[config.mk]
export PLATFORM = sky130hd
export DESIGN_NAME = itype_exec_ctrl
export DESIGN_NICKNAME = d
export VERILOG_FILES = /design/src/rtl/itype_pkg.sv /design/src/rtl/itype_decode.sv /design/src/rtl/itype_exec_ctrl.sv
export SDC_FILE = /design/constraint.sdc
export NUM_CORES = 1
export LEC_CHECK = 0
export ABC_AREA = 1
export BUFFER_PORTS_ARGS = -buffer_cell sky130_fd_sc_hd__buf_4
export CAP_MARGIN = 20
export CORE_MARGIN = 4
export CORE_UTILIZATION = 30
export CTS_CLUSTER_SIZE = 8
export DETAILED_ROUTE_END_ITERATION = 10
export REMOVE_ABC_BUFFERS = 1
export SLEW_MARGIN = 20
export SYNTH_ARGS = -nofsm -noshare
export SYNTH_HDL_FRONTEND = slang
export SYNTH_SLANG_ARGS = --single-unit
[constraint.sdc]
create_clock -name clk -period 1.95 [get_ports clk]
set_input_delay 0.0975 -clock clk [delete_from_list [all_inputs] [get_ports clk]]
set_output_delay 0.0975 -clock clk [all_outputs]
set_load 0.02 [all_outputs]
[src/rtl/itype_pkg.sv]
// Shared encodings for the RV32I OP-IMM issue/control path.
package itype_pkg;

  localparam logic [6:0] OPC_OPIMM = 7'b0010011;

  localparam logic [2:0] F3_ADDI = 3'b000;
  localparam logic [2:0] F3_SLLI = 3'b001;
  localparam logic [2:0] F3_XORI = 3'b100;
  localparam logic [2:0] F3_SRXI = 3'b101;
  localparam logic [2:0] F3_ORI  = 3'b110;
  localparam logic [2:0] F3_ANDI = 3'b111;

  localparam logic [6:0] F7_ZERO = 7'b0000000;
  localparam logic [6:0] F7_SRA  = 7'b0100000;

  typedef enum logic [2:0] {
    S_IDLE,
    S_DECODE,
    S_READ,
    S_EXEC,
    S_WB
  } state_t;

  // One-hot ALU operation, bit order matches the enable outputs
  typedef logic [6:0] op_t;
  localparam op_t OP_NONE = 7'b0000000;
  localparam op_t OP_ADDI = 7'b0000001;
  localparam op_t OP_ORI  = 7'b0000010;
  localparam op_t OP_XORI = 7'b0000100;
  localparam op_t OP_ANDI = 7'b0001000;
  localparam op_t OP_SLLI = 7'b0010000;
  localparam op_t OP_SRLI = 7'b0100000;
  localparam op_t OP_SRAI = 7'b1000000;

endpackage

[src/rtl/itype_decode.sv]
// Combinational OP-IMM decoder: instruction word to one-hot op plus illegal flag.
module itype_decode
  import itype_pkg::*;
#(
  parameter logic [6:0] OPCODE = OPC_OPIMM
) (
  input  logic [31:0] instr,
  output op_t         op,
  output logic        illegal
);

  logic [6:0] opcode;
  logic [2:0] funct3;
  logic [6:0] funct7;

  assign opcode = instr[6:0];
  assign funct3 = instr[14:12];
  assign funct7 = instr[31:25];

  always_comb begin
    op      = OP_NONE;
    illegal = 1'b0;
    if (opcode != OPCODE) begin
      illegal = 1'b1;
    end else begin
      case (funct3)
        F3_ADDI: op = OP_ADDI;
        F3_XORI: op = OP_XORI;
        F3_ORI:  op = OP_ORI;
        F3_ANDI: op = OP_ANDI;
        F3_SLLI: begin
          if (funct7 == F7_ZERO) op = OP_SLLI;
          else                   illegal = 1'b1;
        end
        F3_SRXI: begin
          if (funct7 == F7_ZERO)     op = OP_SRLI;
          else if (funct7 == F7_SRA) op = OP_SRAI;
          else                       illegal = 1'b1;
        end
        default: illegal = 1'b1;
      endcase
    end
  end

endmodule

[src/rtl/itype_exec_ctrl.sv]
// Issue/control FSM for the I-type ALU: accept, decode, read rs1, execute, write back.
module itype_exec_ctrl #(
  parameter int         XLEN      = 32,
  parameter logic [6:0] OPC_OPIMM = 7'b0010011
) (
  input  logic            clk,
  input  logic            rst_n,
  input  logic            instr_valid,
  input  logic [31:0]     instr,
  output logic            instr_ready,
  output logic [4:0]      rs1_addr,
  input  logic [XLEN-1:0] rs1_data,
  output logic [XLEN-1:0] rd_data,
  output logic [11:0]     imm,
  output logic            addi_en,
  output logic            ori_en,
  output logic            xori_en,
  output logic            andi_en,
  output logic            slli_en,
  output logic            srli_en,
  output logic            srai_en,
  input  logic [XLEN-1:0] alu_out,
  output logic            wb_en,
  output logic [4:0]      wb_addr,
  output logic [XLEN-1:0] wb_data,
  output logic            illegal,
  output logic            busy
);
  import itype_pkg::*;

  state_t     state;
  op_t        dec_op;
  logic       dec_illegal;
  op_t        op_q;
  op_t        en_q;
  logic [4:0] rd_q;

  itype_decode #(.OPCODE(OPC_OPIMM)) u_decode (
    .instr   (instr),
    .op      (dec_op),
    .illegal (dec_illegal)
  );

  assign {srai_en, srli_en, slli_en, andi_en, xori_en, ori_en, addi_en} = en_q;

  // The incoming word is decoded at the accept edge so that the illegal pulse and
  // rs1_addr are already registered during DECODE; the synchronous register file
  // then returns rs1_data in READ.
  always_ff @(posedge clk or negedge rst_n) begin
    if (!rst_n) begin
      state       <= S_IDLE;
      instr_ready <= 1'b1;
      busy        <= 1'b0;
      rs1_addr    <= '0;
      rd_data     <= '0;
      imm         <= '0;
      op_q        <= OP_NONE;
      en_q        <= OP_NONE;
      rd_q        <= '0;
      wb_en       <= 1'b0;
      wb_addr     <= '0;
      wb_data     <= '0;
      illegal     <= 1'b0;
    end else begin
      case (state)
        S_IDLE: begin
          if (instr_valid) begin
            rs1_addr    <= instr[19:15];
            imm         <= instr[31:20];
            rd_q        <= instr[11:7];
            op_q        <= dec_op;
            illegal     <= dec_illegal;
            instr_ready <= 1'b0;
            busy        <= 1'b1;
            state       <= S_DECODE;
          end
        end
        S_DECODE: begin
          illegal <= 1'b0;
          if (illegal) begin
            instr_ready <= 1'b1;
            busy        <= 1'b0;
            state       <= S_IDLE;
          end else begin
            state <= S_READ;
          end
        end
        S_READ: begin
          rd_data <= rs1_data;
          en_q    <= op_q;
          state   <= S_EXEC;
        end
        S_EXEC: begin
          en_q    <= OP_NONE;
          wb_data <= alu_out;
          wb_addr <= rd_q;
          wb_en   <= (rd_q != 5'd0);
          state   <= S_WB;
        end
        S_WB: begin
          wb_en       <= 1'b0;
          instr_ready <= 1'b1;
          busy        <= 1'b0;
          state       <= S_IDLE;
        end
        default: begin
          en_q        <= OP_NONE;
          wb_en       <= 1'b0;
          illegal     <= 1'b0;
          instr_ready <= 1'b1;
          busy        <= 1'b0;
          state       <= S_IDLE;
        end
      endcase
    end
  end

endmodule
Word-level counts from Yosys, hierarchy flattened
Cells that the tools add are included.
{ "word_totals": {"regBits": 112, "input_bits": 99} }
{ "op_classes": {"reduce_logical": 12, "mux": 23, "n_eq_ne": 13, "n_bitwise": 2} }
{ "ops": {"columns": ["operator", "n"], "rows": [
  ["7-bit one-hot mux with 6 select lines", 1],
  ["7-bit 2-to-1 mux", 3],
  ["3-bit equality test, second input constant", 5],
  ["7-bit one-hot mux with 2 select lines", 1],
  ["3-bit one-hot mux with 4 select lines", 1],
  ["1-bit 2-to-1 mux", 9],
  ["1-bit one-hot mux with 3 select lines", 3],
  ["3-bit OR reduction", 3],
  ["7-bit by 6-bit equality test with 1-bit output, second input constant", 1],
  ["7-bit zero test", 1],
  ["7-bit by 5-bit != test with 1-bit output, second input constant", 1],
  ["3-bit by 1-bit equality test with 1-bit output, second input constant", 2],
  ["3-bit by 2-bit equality test with 1-bit output, second input constant", 2],
  ["3-bit zero test", 2],
  ["5-bit 2-to-1 mux", 1],
  ["5-bit nonzero test", 1],
  ["2-bit != test, second input constant", 2],
  ["1-bit one-hot mux with 2 select lines", 2],
  ["2-bit AND reduction", 2],
  ["4-bit OR reduction", 1],
  ["3-bit 2-to-1 mux", 1],
  ["3-bit AND reduction", 1],
  ["2-bit 2-to-1 mux", 1],
  ["1-bit inverter", 2],
  ["2-bit OR reduction", 1]
]} }

Longest topological paths before layout
{ "depth": {"depth_word": 7, "ltp_mapped": 9, "mapped_depth_nobuf": 9} }

By module
A second synthesis with hierarchy kept.
{ "hier_totals": {"hier_cells": 519, "hier_area_um2": 4481.8} }
{ "modules_own_cells": {"columns": ["module", "area_per_inst_um2", "cells_per_inst", "n_inst", "seq_area_each_um2"], "rows": [
  ["itype_exec_ctrl", 4281.6, 476, 1, 2803.9],
  ["itype_decode", 200.2, 43, 1, 0.0]
]} }

Worst setup path after synthesis
No wires, ideal clock.
{ "synth_path": {"kind": "reg2reg", "start": "reg state[0]", "end": "reg rd_data[29]", "period_less_slack_ps": 1249, "setup_slack_ps": 701, "arrival_ps": 1124, "t_required_ps": 1825, "stages_incl_launch_ff": 5, "n_path_buf": 1, "cell_sequence": "dfrtp_1 > nor2_4 > nand2_2 > buf_4 > mux2_4"} }
{ "synth_between": {"elab_chain_cells": 1} }
{ "synth_rtl": {"columns": ["element", "line", "text"], "rows": [
  ["start, declared", "itype_exec_ctrl.sv:31", "state_t state;"],
  ["start signal, assigned", "itype_exec_ctrl.sv:51", "state <= S_IDLE;"],
  ["start signal, assigned", "itype_exec_ctrl.sv:75", "state <= S_DECODE;"],
  ["start signal, assigned", "itype_exec_ctrl.sv:83", "state <= S_IDLE;"],
  ["3-bit by 2-bit equality test with 1-bit output", "itype_exec_ctrl.sv:65", "case (state)"],
  ["end signal, assigned", "itype_exec_ctrl.sv:89", "rd_data <= rs1_data;"],
  ["end, declared", "itype_exec_ctrl.sv:13", "output logic [XLEN-1:0] rd_data,"]
]} }
Every way passes these cells.
A chain may end at the register's enable or synchronous reset.

Final worst setup path
{ "layout_path": {"start": "reg state[0]", "end": "reg rd_data[17]"} }
Same word-level chain as after synthesis.

==> impl_metrics.py <==
metrics = {
    "detailed_routing": {
        "drt_iter0_drc": 95,
        "drcViolationCount": 0,
        "antenna_left": 0,
        "via_per_inst": 4.39,
        "wl_microns": 12600,
        "wl_per_cell_microns": 13.9,
        "dr.pass1.iters": 4,
        "vias": 3976,
    },
    "grt": {
        "grt_max_degree": 47,
        "track_usage": 0.143,
        "gr-total-overflow": 0,
        "grt_pass1_vias": 4070,
        "antenna_found_initial": 0,
        "grt_pass1_wl_microns": 19500,
    },
    "synth": {
        "synth-simple-area-share": 0.186,
        "syn_avg_cell_area_sq_um": 10.4,
        "synth_fa_ha_area_frac": 0,
        "synth_edf_count": 0,
        "syn_inst": 436,
        "synth_top_area_frac": 0.613,
        "synthDistinctLibCells": 23,
        "synthMuxAreaShare": 0.106,
        "synth_xor_area_frac": 0,
        "synth_sequential_area_ratio": 0.619,
        "yosysTopAreaCell": "dfrtp_1",
        "ys.flop_type": "dfrtp_1",
        "netlist_top_cells_area": "dfrtp_1 (61%), nand2_1 (15%), mux2_4 (11%)",
        "yosys_warnings": 0,
        "yosys-top-cells-count": "nand2_1 (180), dfrtp_1 (111), inv_1 (34)",
        "syn_area_sq_um": 4530,
        "synth.most_common_cell": "nand2_1",
        "synth_compound_area_frac": 0.0356,
        "synth_top_family_by_area": "simple AND/OR/NAND/NOR gates",
        "async_flop_share": 1.00,
        "ys_ff_latch": 112,
    },
    "timing": {
        "fmax_mhz": 610,
        "fin_skew_ns": 0.00764,
        "holdWs_ns": 0.0295,
        "min_period_over_period": 0.841,
        "relSlewSlack": 0.574,
        "tns_ns": 0,
        "tightestPinTransition_ns": 0.639,
        "min_period_ns": 1.64,
        "rsz0062_at_grt": "no",
        "setup_viol": 0,
        "drv_slew": 0,
        "final_hold_viol_count": 0,
    },
    "critical_path": {
        "critPathMaxStageDelay_ns": 0.53,
        "path_cells": "nor2_4, nand2_2, buf_4, mux2_4",
        "path_class": "reg2reg",
        "r2r_slack_ns": 0.31,
        "start_kind": "flop",
        "arrival_ns": 1.87,
        "crit_fanout": 37,
        "startpoint": "state[0]",
        "worstReg2RegStart": "state[0]",
        "cp-end-kind": "flop",
        "cpMaxStageDelayCell": "buf_4",
        "cp_data_required_time_ns": 2.18,
    },
    "power": {
        "leakagePower_nw": 3.86,
        "power.total_mw": 11.0,
        "power_density_nw_per_um2": 1510,
        "ir_drop_v": 0.000713,
    },
    "flow_run": {
        "drv_cap": 0,
    },
    "die": {
        "num_rows": 44,
        "io_pins": 196,
        "die_height_microns": 131,
        "chipWidth_microns": 131,
        "core_sq_um": 14600,
        "initial_utilization": 0.310,
        "design.die.area_sq_um": 17100,
    },
    "clock_tree": {
        "clk_latency_ns": 0.35,
        "h-tree-depth": 3,
        "cts_buffers": 9,
        "ctsLongestPathBuffers": 2,
        "clkSlewWorstSetupHoldPaths_ns": 0.07,
        "ctsResizeCount": 0,
        "cts_tree": "yes",
        "clock_sinks": 112,
        "cts-root-buf": "clkbuf_16",
    },
    "placed_design": {
        "place_area_sq_um": 6190,
        "gp_congestion": 0.742,
        "place_hpwl_microns": 8580,
        "io_buffers": 195,
    },
    "cells_and_area": {
        "antennaDiodeCount": 0,
        "final_util": 0.500,
        "final_area_sq_um": 7320,
        "drive_gt1_frac": 0.356,
        "nets": 817,
        "syn_to_final_growth_pct": 61.4,
    },
    "outcome": {
        "status": "finished clean",
    },
    "worst_hold_path": {
        "worst_hold_path_type": "in2reg",
        "holdCritStartpoint": "instr[12]",
    },
}
worst paths after layout:
kind | to | cells after the start
max | rd_data[17] | 4
max in group asynchronous | instr_ready | 3
min | op_q[3] | 3
min in group asynchronous | rd_data[10] | 2
min reg2reg | imm[3] | 2
max reg2reg | rd_data[17] | 4
cells by family after synthesis:
family / Yosys count
flip-flops: 112
buffers and inverters: 53
AND/OR/NAND/NOR: 210
AO/OA/AOI/OAI: 29
multiplexers: 32
repair_timing:
item / CTS / global route
setup buffers: 0 / 0
hold buffers: 86 / 0
hold endpoints to repair: 114 / 0
sequential cells by signal (all words and copies together), names as in the netlist, 3 cells and up:
name	cells
wb_data	32
rd_data	32
op_q	7
en_q	7
imm	12
state	3
wb_addr	5
rd_q	5
rs1_addr	5
final cells by class:
type / count / area, sq um
fillers: 1299 / 7330
flip-flops and latches: 112 / 2800
repair buffers: 287 / 2390
multi-input cells: 271 / 1490
well taps: 184 / 230
clock buffers: 10 / 229
inverters: 37 / 139
clock inverters: 5 / 32.5
power by group:
part           internal (mW)  switching, mW  total (mW)
clock                  0.861          0.823        1.68
combinational           2.48           2.88        5.36
sequential              3.35          0.612        3.96
total                   6.70           4.31        11.0
critical path, delay by kind of cell (launching register included):
kind,cells,cell delay [ns]
simple gates,2,0.17
mux,1,0.36
flops,1,0.44
buf+inv,1,0.53
routing by layer:
layer | up-vias | routed length [microns] | global-route usage
li1 | 1921 | - | -
met1 | 1894 | 5400 | 0.173
met2 | 131 | 6070 | 0.236
met3 | 30 | 748 | 0.0492
met4 | 0 | 401 | 0.0569
met5 | - | 0 | 0
per-stage QoR:
stage	setup slack (ns)	instances
2_1_floorplan	0.224	420
3_3_place_gp	0.393	805
3_5_place_dp	0.325	805
4_1_cts	0.298	906
5_1_grt	0.216	906
6_report	0.310	906
placed cells by master (no fill, tap or decap), types with 3 or more instances in the layout:
cell type      instances
clkinv_2               3
inv_1                 34
dfrtp_1              111
inv_2                  3
dlygate4sd3_1         86
buf_4                199
nand4_1                5
nor2_1                12
nand3_1                5
nand2_1              180
o21ai_0               15
o21ai_1                5
clkbuf_16              9
o22ai_1                7
nand2_2                3
mux2_4                32
(Power assumes the default switching activity.)
